### config.mk
export PLATFORM = sky130hd
export DESIGN_NAME = us_interval_timer_flat
export DESIGN_NICKNAME = d
export VERILOG_FILES = /design/src/rtl/us_interval_timer_pkg.sv /design/src/rtl/us_interval_timer_if.sv /design/src/rtl/us_interval_timer_tick_edge_det.sv /design/src/rtl/us_interval_timer.sv /design/src/flat_wrapper.sv
export SDC_FILE = /design/constraint.sdc
export NUM_CORES = 1
export LEC_CHECK = 0
export CAP_MARGIN = 20
export CORE_MARGIN = 2
export CORE_UTILIZATION = 50
export CTS_CLUSTER_SIZE = 8
export DETAILED_ROUTE_END_ITERATION = 12
export HOLD_SLACK_MARGIN = 0.03
export PLACE_DENSITY = 0.82
export SYNTH_ARGS = -nofsm -noshare
export SYNTH_HDL_FRONTEND = slang
export SYNTH_HIERARCHICAL = 1
export SYNTH_SLANG_ARGS = --single-unit
### constraint.sdc
create_clock -name i_clk -period 2.3 [get_ports i_clk]
set_input_delay 0.575 -clock i_clk [delete_from_list [all_inputs] [get_ports i_clk]]
set_output_delay 0.575 -clock i_clk [all_outputs]
set_load 0.01 [all_outputs]
### src/rtl/us_interval_timer_pkg.sv
// Shared types and helpers for the microsecond interval timer.
package us_interval_timer_pkg;

   localparam int unsigned CNT_W_DEFAULT = 16;

   typedef enum logic [0:0] {
      TMR_IDLE = 1'b0,
      TMR_RUN  = 1'b1
   } TimerState_t;

   typedef struct packed {
      logic expire;
      logic irq;
      logic overrun;
   } timer_flags_t;

   // Sticky flag update: once set it stays set until explicitly cleared.
   function automatic logic sticky_set(input logic flag_q, input logic set_s);
      return flag_q | set_s;
   endfunction

endpackage

### src/rtl/us_interval_timer_if.sv
// Control/status bundle between a timer user (master) and the timer (slave).
interface us_interval_timer_if
   import us_interval_timer_pkg::*;
#(
   parameter int unsigned CNT_W = CNT_W_DEFAULT
);
   logic             i_tick;
   logic             i_load;
   logic [CNT_W-1:0] i_period;
   logic             i_auto_reload;
   logic             i_stop;
   logic             i_irq_ack;
   logic             o_busy;
   logic [CNT_W-1:0] o_count;
   logic             o_expire;
   logic             o_irq;
   logic             o_overrun;

   modport master (
      output i_tick, i_load, i_period, i_auto_reload, i_stop, i_irq_ack,
      input  o_busy, o_count, o_expire, o_irq, o_overrun
   );

   modport slave (
      input  i_tick, i_load, i_period, i_auto_reload, i_stop, i_irq_ack,
      output o_busy, o_count, o_expire, o_irq, o_overrun
   );
endinterface

### src/rtl/us_interval_timer_tick_edge_det.sv
// Rising-edge detector for a strobe that is synchronous to i_clk.
// A level held high produces a single-cycle o_rise.
module tick_edge_det (
   input  logic i_clk,
   input  logic i_rst_n,
   input  logic i_sig,
   output logic o_rise
);
   logic sig_q;

   // Remember the previous sample of the strobe.
   always_ff @(posedge i_clk or negedge i_rst_n) begin
      if (!i_rst_n) begin
         sig_q <= 1'b0;
      end else begin
         sig_q <= i_sig;
      end
   end

   assign o_rise = i_sig & ~sig_q;
endmodule

### src/rtl/us_interval_timer.sv
// Programmable microsecond interval timer. The 1 MHz divider output is
// treated as a tick strobe in the i_clk domain, never as a clock.
module us_interval_timer
   import us_interval_timer_pkg::*;
#(
   parameter int unsigned CNT_W = CNT_W_DEFAULT
) (
   input  logic                 i_clk,
   input  logic                 i_rst_n,
   us_interval_timer_if.slave   bus
);
   localparam logic [CNT_W-1:0] CNT_ONE = {{(CNT_W-1){1'b0}}, 1'b1};

   TimerState_t      state_q, state_d;
   logic [CNT_W-1:0] count_q, count_d;
   logic [CNT_W-1:0] period_q, period_d;
   logic             mode_q, mode_d;
   timer_flags_t     flags_q, flags_d;
   logic             tick_evt_s;
   logic             load_ok_s;
   logic             expire_evt_s;

   tick_edge_det u_tick_edge (
      .i_clk   (i_clk),
      .i_rst_n (i_rst_n),
      .i_sig   (bus.i_tick),
      .o_rise  (tick_evt_s)
   );

   // A zero-period load is treated as if no load happened at all.
   assign load_ok_s = bus.i_load & (bus.i_period != {CNT_W{1'b0}});

   // State, count, period and reload mode registers.
   always_ff @(posedge i_clk or negedge i_rst_n) begin
      if (!i_rst_n) begin
         state_q  <= TMR_IDLE;
         count_q  <= {CNT_W{1'b0}};
         period_q <= {CNT_W{1'b0}};
         mode_q   <= 1'b0;
      end else begin
         state_q  <= state_d;
         count_q  <= count_d;
         period_q <= period_d;
         mode_q   <= mode_d;
      end
   end

   // Next-state logic: load beats stop beats tick; count never goes below 1 while running.
   always_comb begin
      state_d      = state_q;
      count_d      = count_q;
      period_d     = period_q;
      mode_d       = mode_q;
      expire_evt_s = 1'b0;
      case (state_q)
         TMR_IDLE: begin
            if (load_ok_s) begin
               count_d  = bus.i_period;
               period_d = bus.i_period;
               mode_d   = bus.i_auto_reload;
               state_d  = TMR_RUN;
            end else begin
               state_d  = TMR_IDLE;
            end
         end
         TMR_RUN: begin
            if (load_ok_s) begin
               count_d  = bus.i_period;
               period_d = bus.i_period;
               mode_d   = bus.i_auto_reload;
               state_d  = TMR_RUN;
            end else if (bus.i_stop) begin
               state_d  = TMR_IDLE;
            end else if (tick_evt_s) begin
               if (count_q == CNT_ONE) begin
                  expire_evt_s = 1'b1;
                  if (mode_q) begin
                     count_d = period_q;
                  end else begin
                     count_d = {CNT_W{1'b0}};
                     state_d = TMR_IDLE;
                  end
               end else begin
                  count_d = count_q - CNT_ONE;
               end
            end else begin
               state_d  = TMR_RUN;
            end
         end
         default: begin
            state_d = TMR_IDLE;
         end
      endcase
   end

   // Flag next-state: a new expiry wins over a coincident acknowledge.
   always_comb begin
      flags_d.expire = expire_evt_s;
      if (expire_evt_s) begin
         flags_d.irq     = 1'b1;
         flags_d.overrun = sticky_set(flags_q.overrun, flags_q.irq);
      end else if (bus.i_irq_ack) begin
         flags_d.irq     = 1'b0;
         flags_d.overrun = 1'b0;
      end else begin
         flags_d.irq     = flags_q.irq;
         flags_d.overrun = flags_q.overrun;
      end
   end

   // Registered expiry pulse and sticky status flags.
   always_ff @(posedge i_clk or negedge i_rst_n) begin
      if (!i_rst_n) begin
         flags_q <= '{expire: 1'b0, irq: 1'b0, overrun: 1'b0};
      end else begin
         flags_q <= flags_d;
      end
   end

   assign bus.o_busy    = (state_q == TMR_RUN);
   assign bus.o_count   = count_q;
   assign bus.o_expire  = flags_q.expire;
   assign bus.o_irq     = flags_q.irq;
   assign bus.o_overrun = flags_q.overrun;
endmodule

### src/flat_wrapper.sv
// flat-port wrapper written by rule: the top's interface ports become plain ports
module us_interval_timer_flat import us_interval_timer_pkg::*;
#(
   parameter int unsigned CNT_W = CNT_W_DEFAULT
)
  (i_clk, i_rst_n, bus_i_tick, bus_i_load, bus_i_period, bus_i_auto_reload, bus_i_stop, bus_i_irq_ack, bus_o_busy, bus_o_count, bus_o_expire, bus_o_irq, bus_o_overrun);
  us_interval_timer_if #(.CNT_W(CNT_W)) bus_i ();
  input  logic i_clk;
  input  logic i_rst_n;
  input wire logic [$bits(bus_i.i_tick)-1:0] bus_i_tick;
  input wire logic [$bits(bus_i.i_load)-1:0] bus_i_load;
  input wire logic [$bits(bus_i.i_period)-1:0] bus_i_period;
  input wire logic [$bits(bus_i.i_auto_reload)-1:0] bus_i_auto_reload;
  input wire logic [$bits(bus_i.i_stop)-1:0] bus_i_stop;
  input wire logic [$bits(bus_i.i_irq_ack)-1:0] bus_i_irq_ack;
  output wire logic [$bits(bus_i.o_busy)-1:0] bus_o_busy;
  output wire logic [$bits(bus_i.o_count)-1:0] bus_o_count;
  output wire logic [$bits(bus_i.o_expire)-1:0] bus_o_expire;
  output wire logic [$bits(bus_i.o_irq)-1:0] bus_o_irq;
  output wire logic [$bits(bus_i.o_overrun)-1:0] bus_o_overrun;
  assign bus_i.i_tick = bus_i_tick;
  assign bus_i.i_load = bus_i_load;
  assign bus_i.i_period = bus_i_period;
  assign bus_i.i_auto_reload = bus_i_auto_reload;
  assign bus_i.i_stop = bus_i_stop;
  assign bus_i.i_irq_ack = bus_i_irq_ack;
  assign bus_o_busy = bus_i.o_busy;
  assign bus_o_count = bus_i.o_count;
  assign bus_o_expire = bus_i.o_expire;
  assign bus_o_irq = bus_i.o_irq;
  assign bus_o_overrun = bus_i.o_overrun;
  us_interval_timer #(.CNT_W(CNT_W)) u_core (.i_clk(i_clk), .i_rst_n(i_rst_n), .bus(bus_i));
endmodule
; ---- Word-level counts from Yosys, hierarchy flattened
; Index checks and enable logic that the tools add are counted.
[word_totals]
register_bits = 38
input_bits = 23
[classes]
n_addsub = 1
n_eq_ne = 4
n_mux = 22
bitwise = 5
n_reduce_logical = 3
[ops]
columns = op, count
row1 = $mux W16, 6
row2 = $pmux W16 S2, 1
row3 = $eq A16 B1 Y1 const B, 1
row4 = $reduce_bool A16 Y1, 1
row5 = $sub A16 B1 Y16 const B, 1
row6 = $mux W1, 12
row7 = $ne A3 B3 Y1 const B, 2
row8 = $mux W2, 2
row9 = $reduce_and A3 Y1, 1
row10 = $and A1 B1 Y1, 2
row11 = $ne A2 B1 Y1 const B, 1
row12 = $not A1 Y1, 2
row13 = $pmux W1 S2, 1
row14 = $reduce_bool A2 Y1, 1
row15 = $or A1 B1 Y1, 1

; ---- Longest topological paths before layout
; Gate-level depths: netlist of the first run.
[logic_depth]
word_depth = 7
depth_mapped = 9
depth_no_buf = 8

; ---- Hierarchy
; Netlist of the first run, hierarchy kept.
[by_module_without_submodules]
columns = mod, instances, cells_per_inst, area_each_um2
row1 = us_interval_timer, 1, 249, 2094.5
row2 = tick_edge_det, 1, 2, 38.8

; ---- Least setup slack after synthesis of the first run
; Ideal clock, no wire load.
[synth_path]
kind = input-to-reg
from = input port bus_i_period[0]
to = register u_core.count_q[11] (netlist: u_core/bus.o_count[11])
setup_time_ps = 129
arrival_ps = 2012
required_time_ps = 2171
setup_slack_ps = 160
stages = 6
n_path_buf = 2
path_cell_list = or4_1 -> o41a_1 -> buf_2 -> buf_4 -> nand2_1 -> o31ai_1
[synth_between]
elab_chain_cells = 4
elab_cells_between_ends = 8
[synth_lines]
columns = item, line_no
row1 = from (decl), flat_wrapper.sv:12  ; input wire logic [$bits(bus_i.i_period)-1:0] bus_i_period;
row2 = $reduce_bool A16 Y1 (*), us_interval_timer.sv:31  ; assign load_ok_s = bus.i_load & (bus.i_period != {CNT_W{1'b0}});
row3 = $and A1 B1 Y1 (*), us_interval_timer.sv:31
row4 = $ne A3 B3 Y1 (no line) (tied with other cells), n/a
row5 = $reduce_and A3 Y1 (no line) / $pmux W16 S2 (equally long branches), n/a
row6 = to (signal assigned), us_interval_timer.sv:37  ; count_q <= {CNT_W{1'b0}};
row7 = to (signal assigned), us_interval_timer.sv:42  ; count_q <= count_d;
row8 = to (decl), us_interval_timer.sv:15  ; logic [CNT_W-1:0] count_q, count_d;
; Every way passes the cells marked *; elsewhere a longest branch is shown, timed or not.
; A chain may end at the register's enable or synchronous reset.

; ---- Worst setup path in the final report of the first run
[layout_path]
from = input port bus_i_period[11]
to = register u_core.flags_q (netlist bit u_core/bus.o_overrun)
[layout_between]
elab_chain_cells = 5
elab_cells_between_ends = 6
[layout_lines]
columns = item, line_no
row1 = $reduce_bool A16 Y1 (*), us_interval_timer.sv:31
row2 = $and A1 B1 Y1 (*), us_interval_timer.sv:31
row3 = $mux W1 (*), us_interval_timer.sv:67  ; if (load_ok_s) begin
row4 = $mux W1 (*), us_interval_timer.sv:55  ; case (state_q)
row5 = via u_core.expire_evt_s, us_interval_timer.sv:21  ; logic expire_evt_s;
row6 = $mux W2 / $reduce_bool A2 Y1 (equally long branches), n/a
row7 = to (signal assigned), us_interval_timer.sv:114  ; flags_q <= '{expire: 1'b0, irq: 1'b0, overrun: 1'b0};
row8 = to (signal assigned), us_interval_timer.sv:116  ; flags_q <= flags_d;
row9 = to (decl), us_interval_timer.sv:18  ; timer_flags_t flags_q, flags_d;
; Mark *: on every way through the listed nets, which the timed path passes. The rest lies on a longest branch.

==> impl_results.md, run 1 <==
- Xor and xnor area share after synthesis: around 2%
- Via/cell ratio: between 5 and 6
- Maximum vdd drop: roughly 0.33 mV
- Crit Reg-Reg Endpoint: u_core/bus.o_count[1]
- Clk_lat worst skew: about 300 ps
- Kind of critical path: in -> reg
- GRT Util Overall: around a quarter
- Area delta synth->final: 35.0%
- Share of post-route cells with drive strength above 1: between 10% and 20%
- Leakage Power: approximately 1.4 nW
- DRC violations left: 0
- Outcome: finished, final reports clean
- Total Power: 0.00161 W
- CP endpoint kind: flip-flop
- Clk pwr share: a little under 30%
- Cell count after synthesis: about 250
- Cell Int Power: about 0.0011 W
- Slew HR: a little over two fifths
- Final Hold Vio Count: 0
- GPL Wtd Cong: between 0.8 and 0.9
- Routed len/inst: between 15 and 20 um
- Final Max Slew Viols: 0
- Rows: 23
- Syn_nets: approximately 280
- Post-Syn Area: between 2000 and 2500 um^2
- Setup WS pre-CTS: -355 ps
- Die Ht: 69.3 um
- Seq/Total Area, Yosys: 44.6%
- Tcrit/Tclk final: between 90 and 100%
- Total gr overflow: 0
- IO Pins: between 40 and 50
- Post-synth top cells: 65 x nand2_1, 38 x dfrtp_1, 22 x o21ai_0
- Maximum fanout along the worst path: 3
- DR pass1 iterations: 4
- Worst path required time: around 2500 ps
- Seq. cell area: between 900 and 1000 um^2
- PwrDens: between 500 and 600 nW/um^2
- Initial Util: approximately 53%
- Root buffer cell: clkbuf_8
- Post-route ant nets: 0
- Logic gate share of total power: ~21%
- CTS max path bufs: 2
- Mux share of post-synthesis cell area: less than 1%
- CTS clk-pin slew, worst paths: ~70 ps
- Hold crit path type: in -> async
- Maximum clock frequency: about 0.45 GHz
- WL final: roughly 5700 um
- Ant. Diodes: 0
- Top-area cell type share of the netlist area: 44.6%
- Fin Clk Skew: approximately 8.0 ps
- Setup Viol. Count Final: 0
- CTS tree: done
- Sw Pwr: ~0.00047 W
- Max cap viols: 0
- Compound-cell area share of the yosys netlist: between 15 and 20%
- Initial antenna violation count: 0
- Setup ws final: around 97 ps
- Area of the core: 4060 um^2
- Flop pwr share: around half
- Layout net count: 335
- CTS Buf Count: 5
- Largest family of logic cells by synthesized area: simple AND/OR/NAND/NOR gates
- FF-to-FF setup slack: 130 ps
- Synth top area cells: dfrtp_1 45%, nand2_1 11%, o21ai_0 5.2%
- Final Critical Period: between 2000 and 2500 ps
- EDFF count, synth: 0
- Switching Share: slightly below 30%
- DIE AREA: between 4000 and 5000 um^2
- Synth Area in Adders: under 10%
- Synth unique cells: 42
- H-tree levels: 2
- Yosys Warn Count: 6
- Port buffer count: 42
- Die width: slightly below 70 um
- Synth Area in Simple Gates: 29.6%
- Top-count cell post-synth: nand2_1
- Clock sinks: 38
- Area leader, netlist: dfrtp_1
- Reg-to-Reg Start: u_core/bus.o_count[1]
- Global-route wire length before repair: 9760 um
- Synth Area per Inst: 8.50 um^2
- Multi-input gate area: around 1100 um^2
- Hpwl dp: ~4100 um
- Top FF cell, synth: dfrtp_1
- RSZ-0062 raised after global routing: no
- Worst-case reg-to-reg path depth: 8
- FF+latch count, synth: 38
- DR iter-0 viols: approximately 180
- Filler cell count in the final layout: roughly 330
- Crit path DAT: roughly 2400 ps
- Crit path launch type: input port
- Vias in the first global route: 2037
- Least-Margin Pin Slew: roughly 850 ps
- Largest net degree at the start of global routing: 39
- Via count: ~2100
- Asr flop ratio synth: 100%
-- power groups by stage --
stage | logic [W] | registers, W | clock network [W]
floorplan | 0.000151 | 0.000799 | 0
global placement | 0.000316 | 0.000806 | 0
detailed placement | 0.000325 | 0.000809 | 0
CTS | 0.000335 | 0.000797 | 0.000484
global route | 0.000366 | 0.000808 | 0.000521
finish | 0.000333 | 0.000798 | 0.000481
-- cell usage in the layout, fill, tap and decap left out, types with 5 or more instances in the layout --
cell             count
a21oi_1             12
buf_4               22
clkdlybuf4s50_1     29
clkbuf_8             6
a211oi_1             5
or4_4                5
nor3_1               5
nor2_1              13
o31ai_1              7
dfrtp_1             38
and3_1               6
nand2_1             64
o21ai_0             22
dlymetal6s2s_1      12
-- through the flow --
step	area, um^2	hold slack, ps	std cells	setup TNS (ps)	utilization, %
floorplan	2130	279	251	0	-
global placement	2710	452	351	-7820	66.8
detailed placement	2710	455	351	-8860	66.8
CTS	2840	408	361	-7.15	70.0
global route	2880	443	361	0	71.0
finish	2880	372	361	0	71.0
-- worst max path at each step --
stage,startpoint,end,slack (ps),depth (start not counted)
after CTS,bus_i_period[7],u_core/bus.o_count[15],-4,5
after floorplan,bus_i_period[0],u_core/bus.o_count[11],160,6
after detailed placement,bus_i_period[0],u_core/bus.o_overrun,-350,8
after global placement,bus_i_period[8],u_core/bus.o_overrun,-320,8
final,bus_i_period[11],u_core/bus.o_overrun,100,8
after global routing,bus_i_period[11],u_core/bus.o_overrun,0.09,8
-- area by class of cell --
class	count	share of cell area (%)
Clock buffer	7	3.00
Clock inverter	1	0.174
Sequential cell	38	33.0
Timing Repair Buffer	66	22.0
Multi-Input combinational cell	194	39.0
Tap cell	50	2.17
Inverter	5	0.652
-- registers in the layout, indices dropped and copies added, names as in the netlist --
register	count
u_core/u_tick_edge/sig_q	1
u_core/bus.o_irq	1
u_core/bus.o_expire	1
u_core/mode_q	1
u_core/bus.o_busy	1
u_core/period_q	16
u_core/bus.o_count	16
u_core/bus.o_overrun	1
-- worst max-delay path: stages --
cell and delay [ps]:
clkdlybuf4s50_1 430, or4_4 460, o41a_1 490, nor2_2 180, nand2_2 80, inv_2 60, a21oi_1 60, a21oi_1 110
-- routing by layer --
metal | up-vias | wire length (um) | global-route usage, %
li1 | 1009 | - | -
met1 | 996 | 2530 | 34.6
met2 | 75 | 2750 | 39.4
met3 | 8 | 316 | 5.23
met4 | 0 | 91 | 10.9
met5 | - | 0 | 0
-- cell families (layout without fill, tap and decap cells) --
family                   after synthesis  in the layout
multiplexers                           1              1
buffers and inverters                 19             79
flip-flops                            38             38
AND/OR/NAND/NOR                      125            125
AO/OA/AOI/OAI                         61             61
XOR/XNOR                               5              5
adder cells (fa/ha/maj)                2              2
-- what timing repair did --
item / 4_1_cts / 5_1_grt
setup buffers: 2 / 0
hold buffers: 0 / 0
setup endpoints to repair: 6 / 19
resized for setup: 7 / 15
pin swaps: 3 / 8
Power figures use the tool's default switching activity.
==> run 2: changes to the inputs <==
- SYNTH_HIERARCHICAL: 1 -> default
==> run 2 against run 1 <==
Non-clock buffer count up 20. Largest power group unchanged. Critical endpoint is now u_core.bus.o_count[7]. Sequential power down 2%. Highest routed layer unchanged. First-iteration DRC count up 55%. Worst hold slack better by 3.1 ps.
==> impl_results.md, run 2 <==
- Filler cell count in the final layout: roughly 270
- Fin Clk Skew: ~3.5 ps
- Least-Margin Pin Slew: 833 ps
- Hold buffers post-CTS: 0
- Top-area cell type share of the netlist area: ~45%
- Maximum clock frequency: 0.449 GHz
- Asr flop ratio synth: 100%
- Root buffer cell: clkbuf_8
- CTS tree: done
- Maximum fanout along the worst path: 7
- Worst path required time: roughly 2500 ps
- Leading cell type in the layout, fill and taps excluded: nand2_1
- Port buffer count: 42
- Area of the core: 4030 um^2
- Total gr overflow: 0
- Top FF cell, synth: dfrtp_1
- DR iter-0 viols: approximately 280
- Rows: 23
- Clk_lat worst skew: ~300 ps
- H-tree levels: 2
- Synth top area cells: dfrtp_1 45%, nand2_1 10%, or4_1 3.2%
- Area delta synth->final: 45.2%
- Final Hold Vio Count: 0
- Crit path capture: u_core.bus.o_count[7]
- Crit Reg-Reg Endpoint: u_core.bus.o_count[8]
- Area leader, netlist: dfrtp_1
- IO Pins: 43
- Post-synth top cells: 56 x nand2_1, 38 x dfrtp_1, 16 x nor2_1
- Final Max Slew Viols: 0
- Reg-to-Reg Start: u_core.bus.o_count[0]
- EDFF count, synth: 0
- Slew HR: about 44%
- CTS max path bufs: 2
- Kind of critical path: in -> reg
- Setup WS pre-CTS: -466 ps
- Ant. Diodes: 0
- Share of post-route cells with drive strength above 1: about a quarter
- RSZ-0062 raised after global routing: no
- GPL Wtd Cong: 0.869
- Synth unique cells: 44
- Via/cell ratio: approximately 6.1
- Post-route cell area: just over 3000 um^2
- PwrDens: about 540 nW/um^2
- Initial Util: between 50% and 60%
- Die Ht: ~70 um
- Tcrit/Tclk final: between 90% and 100%
- Outcome: finished, final reports clean
- CTS clk-pin slew, worst paths: approximately 80 ps
- FF+latch count, synth: 38
- Routed len/inst: 17.5 um
- Vias in the first global route: about 2200
- Setup ws final: about 73 ps
- Placed instance area: 2820 um^2
- Clock sinks: 38
- Layout net count: 341
- CTS Buf Count: 5
- Cell count after synthesis: 240
- Setup Viol. Count Final: 0
- Total Power: between 0.0015 and 0.002 W
- CP startpoint: bus_i_period[6]
- Final Non-Filler Cells: ~370
- Top-count cell post-synth: nand2_1
- Leakage Power: 1.44 nW
- DIE AREA: roughly 4700 um^2
- GRT Util Overall: a little under 30%
- Initial antenna violation count: 0
- Placed cells: approximately 360
- Maximum vdd drop: between 0.4 and 0.5 mV
- Via count: between 2000 and 2500
- Post-Syn Area: between 2000 and 2500 um^2
- Largest net degree at the start of global routing: 39
- Most frequent cells in the layout: 56 x nand2_1, 41 x buf_4, 38 x dfrtp_1
- Synth Area per Inst: 8.75 um^2
- Hpwl dp: between 4000 and 5000 um
- Max cap viols: 0
- CP endpoint kind: flip-flop
- DRC violations left: 0
- Final Critical Period: 2230 ps
- Syn_nets: 265
- FF-to-FF setup slack: around 90 ps
- WL final: about 6400 um
- Seq/Total Area, Yosys: about 45%
- Die width: ~69 um
- Crit path DAT: ~2400 ps
- Post-route ant nets: 0
- Global-route wire length before repair: a little over 10000 um
- DR pass1 iterations: 4
- Hold crit path type: in -> async
- Crit path launch type: input port
- Yosys Warn Count: 0
- Worst-case reg-to-reg path depth: 7
==> run 2: cell families after synthesis <==
group                    count (synthesis)  share of synthesized area (%)
AO/OA/AOI/OAI                           59                           18.9
buffers and inverters                   21                           4.41
AND/OR/NAND/NOR                        115                           28.0
multiplexers                             2                          0.954
adder cells (fa/ha/maj)                  2                           1.19
flip-flops                              38                           45.3
XOR/XNOR                                 3                           1.25
==> run 2: repair_timing <==
action                                  in CTS  in global routing
endpoints found under the setup margin      21                 14
gates resized for setup                     15                 16
pin swaps                                    6                  5
setup buffers                                0                  2
gates cloned                                 1                  0
==> run 2: worst min path at each step <==
stage	to	slack [ps]	depth (start not counted)
3_3_place_gp	u_core.period_q[9]	450	2
5_1_grt	u_core.bus.o_count[5]	440	1
2_1_floorplan	u_core.bus.o_busy	280	0
6_report	u_core.bus.o_count[5]	380	1
4_1_cts	u_core.u_tick_edge.sig_q	400	1
3_5_place_dp	u_core.period_q[1]	460	2
==> run 2: final cells by class <==
type | count | area, um^2 | area share, %
Multi-Input combinational cell | 181 | 1160 | 37.9
Sequential cell | 38 | 951 | 31.2
Timing Repair Buffer | 86 | 768 | 25.2
Clock buffer | 6 | 82.6 | 2.71
Tap cell | 50 | 62.6 | 2.05
Inverter | 4 | 15.0 | 0.493
Clock inverter | 2 | 12.5 | 0.411
==> run 2: worst max-delay path, cell delays in order <==
cell and delay (ps):
clkdlybuf4s50_1 430, or4_4 460, o41a_1 540, o41ai_1 410
==> run 2: layer usage <==
layer	track usage, %	vias to the layer above	share of wire, %
met5	0	-	0
met3	6.82	19	7.2
met1	37.9	1080	41
met2	46.6	108	49
li1	-	1015	-
met4	14.7	0	2.8
==> run 2: report_power, final <==
| group | internal [W] | switching, W |
|---|---|---|
| Clock | 0.000241 | 0.000245 |
| Sequential | 0.000723 | 0.0000572 |
| Combinational | 0.000194 | 0.000192 |
| Total | 0.00116 | 0.000494 |
==> run 2: metrics by stage <==
stage | util (%) | TNS (ps) | hold WS (ps)
finish | 75.7 | 0 | 375
global route | 75.7 | 0 | 435
CTS | 73.8 | 0 | 403
detailed placement | 70.1 | -11850 | 460
global placement | 70.1 | -10660 | 450
floorplan | - | 0 | 279
==> edit 1: new RTL, config.mk and constraints of run 1 <==
Make the reset (`i_rst_n`) synchronous in 3 clocked blocks.
--- a/src/rtl/us_interval_timer_tick_edge_det.sv
+++ b/src/rtl/us_interval_timer_tick_edge_det.sv
@@ -11,3 +11,3 @@
    // Remember the previous sample of the strobe.
-   always_ff @(posedge i_clk or negedge i_rst_n) begin
+   always_ff @(posedge i_clk) begin
       if (!i_rst_n) begin
--- a/src/rtl/us_interval_timer.sv
+++ b/src/rtl/us_interval_timer.sv
@@ -33,3 +33,3 @@
    // State, count, period and reload mode registers.
-   always_ff @(posedge i_clk or negedge i_rst_n) begin
+   always_ff @(posedge i_clk) begin
       if (!i_rst_n) begin
@@ -111,3 +111,3 @@
    // Registered expiry pulse and sticky status flags.
-   always_ff @(posedge i_clk or negedge i_rst_n) begin
+   always_ff @(posedge i_clk) begin
       if (!i_rst_n) begin
Function: differs if i_rst_n is asserted again (counterexample within 4 cycles, from zero or initial values and one cycle with i_rst_n low); with i_rst_n held inactive, the same outputs for 10 cycles.
==> edit 1 against run 1 <==
The run now ends with negative setup slack left. Via count grew 13%. Final area up 8.0%. Wire length increased by 20%. Clock skew down 0.0021 ns. Area after synthesis is 1.8% lower. Sequential cell count stayed put. Worst setup slack got worse by 0.11 ns. Total power grew 10%. Highest routed layer unchanged.
==> edit 1: results <==
[cts]
cts_resized = 41
cts_setup_buffers = 5

[timing]
skew_ns = 0.00585
tns_ns = -0.0351
fin_hold_ws_ns = 0.486
worst_pin_slew_ns = 0.780
finalSetupViolations = 4
setup_slack_ns = -0.0135

[final_layout]
nMultiInputCombCells = 185
multi_input_area_sq_um = 1350
seq_share_pct = 24.5
final_nets = 358
clock_buffers = 8
flops_and_latches = 38
buf_share_pct = 26.0

[worst_hold_path]
hold_path.class = "reg2reg"

[global_route]
grt_max_degree = 21
globalRouteTotalUtil_pct = 30.0
grt_use_met2_pct = 51.1
grt_use_met1_pct = 36.3

[logic_synthesis]
netlist_top_cells_area = "dfxtp_1 (36%), mux2i_1 (7.6%), nor2b_1 (5.7%), o21ai_0 (4.1%), nand2_1 (3.9%)"
seq_area_frac_synth_pct = 36.3
async_reset_ff_share_pct = 0
synth_commonest_cells = "dfxtp_1 (38), nand2_1 (22), nor2b_1 (19), o21ai_0 (17), mux2i_1 (16)"
syn_nets = 268

[place]
gp_congestion = 0.930

[run_status]
violations = "negative setup slack"
status = "finished, violations left"

[power_and_ir_drop]
seq_power_share_pct = 41.9

[routing]
vias_per_cell = 6.13
drt-initial-drc-count = 200
wirelength_um = 6840
wl_per_cell_um = 17.8

[worst_setup_path]
cp_max_fo = 7
rrSetupSlack_ns = 0.10
slowest_stage = "or4_4"
[edit 1: worst reg2reg max path, cell delays in order, from the launching register on]
cell      delay (ns)
dfxtp_2         0.35
inv_2           0.07
ha_1            0.14
or4b_4          0.50
or4_4           0.56
a21oi_2         0.17
a211oi_2        0.07
o221a_2         0.25
[edit 1: final timing paths]
| check | from | end | depth (start not counted) |
|---|---|---|---|
| max | bus_i_period[0] | u_core/bus.o_count[7] | 7 |
| min | u_core/bus.o_overrun | u_core/bus.o_overrun | 2 |
| max reg2reg | u_core/bus.o_count[1] | u_core/bus.o_count[13] | 7 |
| min reg2reg | u_core/bus.o_overrun | u_core/bus.o_overrun | 2 |
[edit 1: routing by layer]
metal / vias up / share of wire, %
met1: 1119 / 39
met4: 0 / 2.9
met2: 132 / 50
met3: 23 / 7.9
li1: 1081 / -
met5: - / 0
[edit 1: logic make-up after synthesis]
group	synth area share, %
buf+inv	4.24
flops	36.3
compound gates	20.2
xor+xnor	3.76
simple gates	26.6
fa+ha+maj	1.19
mux	7.64
==> edit 2: new RTL, flow settings as in run 1 <==
Made on the original files. Change the package constant `CNT_W_DEFAULT` from 16 to 24.
--- a/src/rtl/us_interval_timer_pkg.sv
+++ b/src/rtl/us_interval_timer_pkg.sv
@@ -3,3 +3,3 @@
 
-   localparam int unsigned CNT_W_DEFAULT = 16;
+   localparam int unsigned CNT_W_DEFAULT = 24;
 
Ports: changed (resized bus_i_period and bus_o_count); port bits go from 43 to 59. No check against the original RTL was run, so the function may have changed too.
==> edit 2 against run 1 <==
Final area rose by 46%. Non-clock buffer count rose by 39. Hold slack got worse by 0.097 ns. Largest power group unchanged. Clock power rose by 63%. Worst setup slack got worse by 0.036 ns. Clock skew fell by 0.0022 ns. Wire length rose by 64%. Sequential cell count rose by 16. Sequential share of layout area fell by 0.95 points. Critical path type is now reg2reg. Register-to-register slack got worse by 0.07 ns. Critical path depth rose by 1. Utilization rose by 0.26 points. Total power rose by 52%. Critical endpoint is now u_core/bus.o_count[20]. Area after synthesis rose by 43%.
==> edit 2: results <==
[run_status]
status = "complete, no violations"

[routing]
drt-initial-drc-count = 348
dr_wl_met2_um = 4490
vias_per_cell = 6.19
dr_wl_met3_um = 870

[logic_synthesis]
synth_commonest_cells = "nand2_1 (102), dfrtp_1 (54), o21ai_1 (26), a21oi_1 (16), nor2_1 (16)"
synth_cell_types = 60
seq_area_frac_synth_pct = 44.3
syn_nets = 388

[global_route]
grt_max_degree = 29
grt_use_met1_pct = 37.3
grt_use_met2_pct = 45.9
grt_use_met3_pct = 5.43
first_global_vias = 3079

[worst_setup_path]
startpoint = "u_core/bus.o_count[0]"
critPathTopFamily = "compound AO/OA/AOI/OAI gates"
cp_max_fo = 9
rrSetupSlack_ns = 0.06
crit-reg2reg-launch = "u_core/bus.o_count[0]"
r2r-end = "u_core/bus.o_count[20]"
r2r_cells = 9

[timing]
fin_hold_ws_ns = 0.275
skew_ns = 0.00582
slew_headroom_pct = 34.5

[place]
post-place-cells = 512
gp_congestion = 0.909
dp_hpwl_um = 6400
dpl_cell_area_sq_um = 4000

[final_layout]
finalNonFillerCells = 525
drive_gt1_share_pct = 17.1
final_nets = 482
fillerInstances = 455

[power_and_ir_drop]
vdd_drop_max_v = 0.000391
p_leak_uw = 0.00183
comb_power_uw = 523
intPower_uw = 1760
p_comb_share_pct = 21.4
clk-power_uw = 786

[cts]
cts_resized = 0
clkTransAtPathRegs_ns = 0.10
cts_setup_buffers = 0
==> edit 2: cell types whose count changed after synthesis, moves of 5 or more <==
| cell | before | now |
|---|---|---|
| a211oi_1 | 5 | 0 |
| a221oi_1 | 0 | 5 |
| clkbuf_1 | 6 | 14 |
| dfrtp_1 | 38 | 54 |
| nand2_1 | 65 | 102 |
| o21a_1 | 0 | 7 |
| o21ai_0 | 22 | 7 |
| o21ai_1 | 4 | 26 |
==> edit 2: worst reg2reg max path: cells and delay by family, from the launching register on <==
family,cells,cell delay [ns]
compound gates,3,0.74
flops,1,0.48
simple gates,3,0.38
buf+inv,2,0.30
fa+ha+maj,1,0.22
==> edit 2: cells by family (layout without fill, tap and decap cells) <==
logic type | after synthesis | count (layout) | synth area share (%)
simple gates | 174 | 174 | 29.6
flops | 54 | 54 | 44.3
buf+inv | 23 | 118 | 3.16
xor+xnor | 3 | 3 | 0.861
mux | 1 | 1 | 0.328
fa+ha+maj | 2 | 2 | 0.820
compound gates | 98 | 98 | 21.0
==> edit 2: final cells by class <==
type                            count  area, sq um  area share (%)
Clock buffer                        6         82.6            1.96
Clock inverter                      2         60.1            1.42
Inverter                            5         18.8           0.445
Multi-Input combinational cell    278         1610            38.3
Sequential cell                    54         1350            32.1
Tap cell                           75         93.8            2.23
Timing Repair Buffer              105          995            23.6
==> edit 2: through the flow <==
| step | utilization, % | setup WS, ns |
|---|---|---|
| 2_1_floorplan | - | 0.288 |
| 3_3_place_gp | 67.6 | -0.236 |
| 3_5_place_dp | 67.6 | -0.242 |
| 4_1_cts | 70.0 | 0.0777 |
| 5_1_grt | 71.2 | -0.000763 |
| 6_report | 71.2 | 0.0608 |
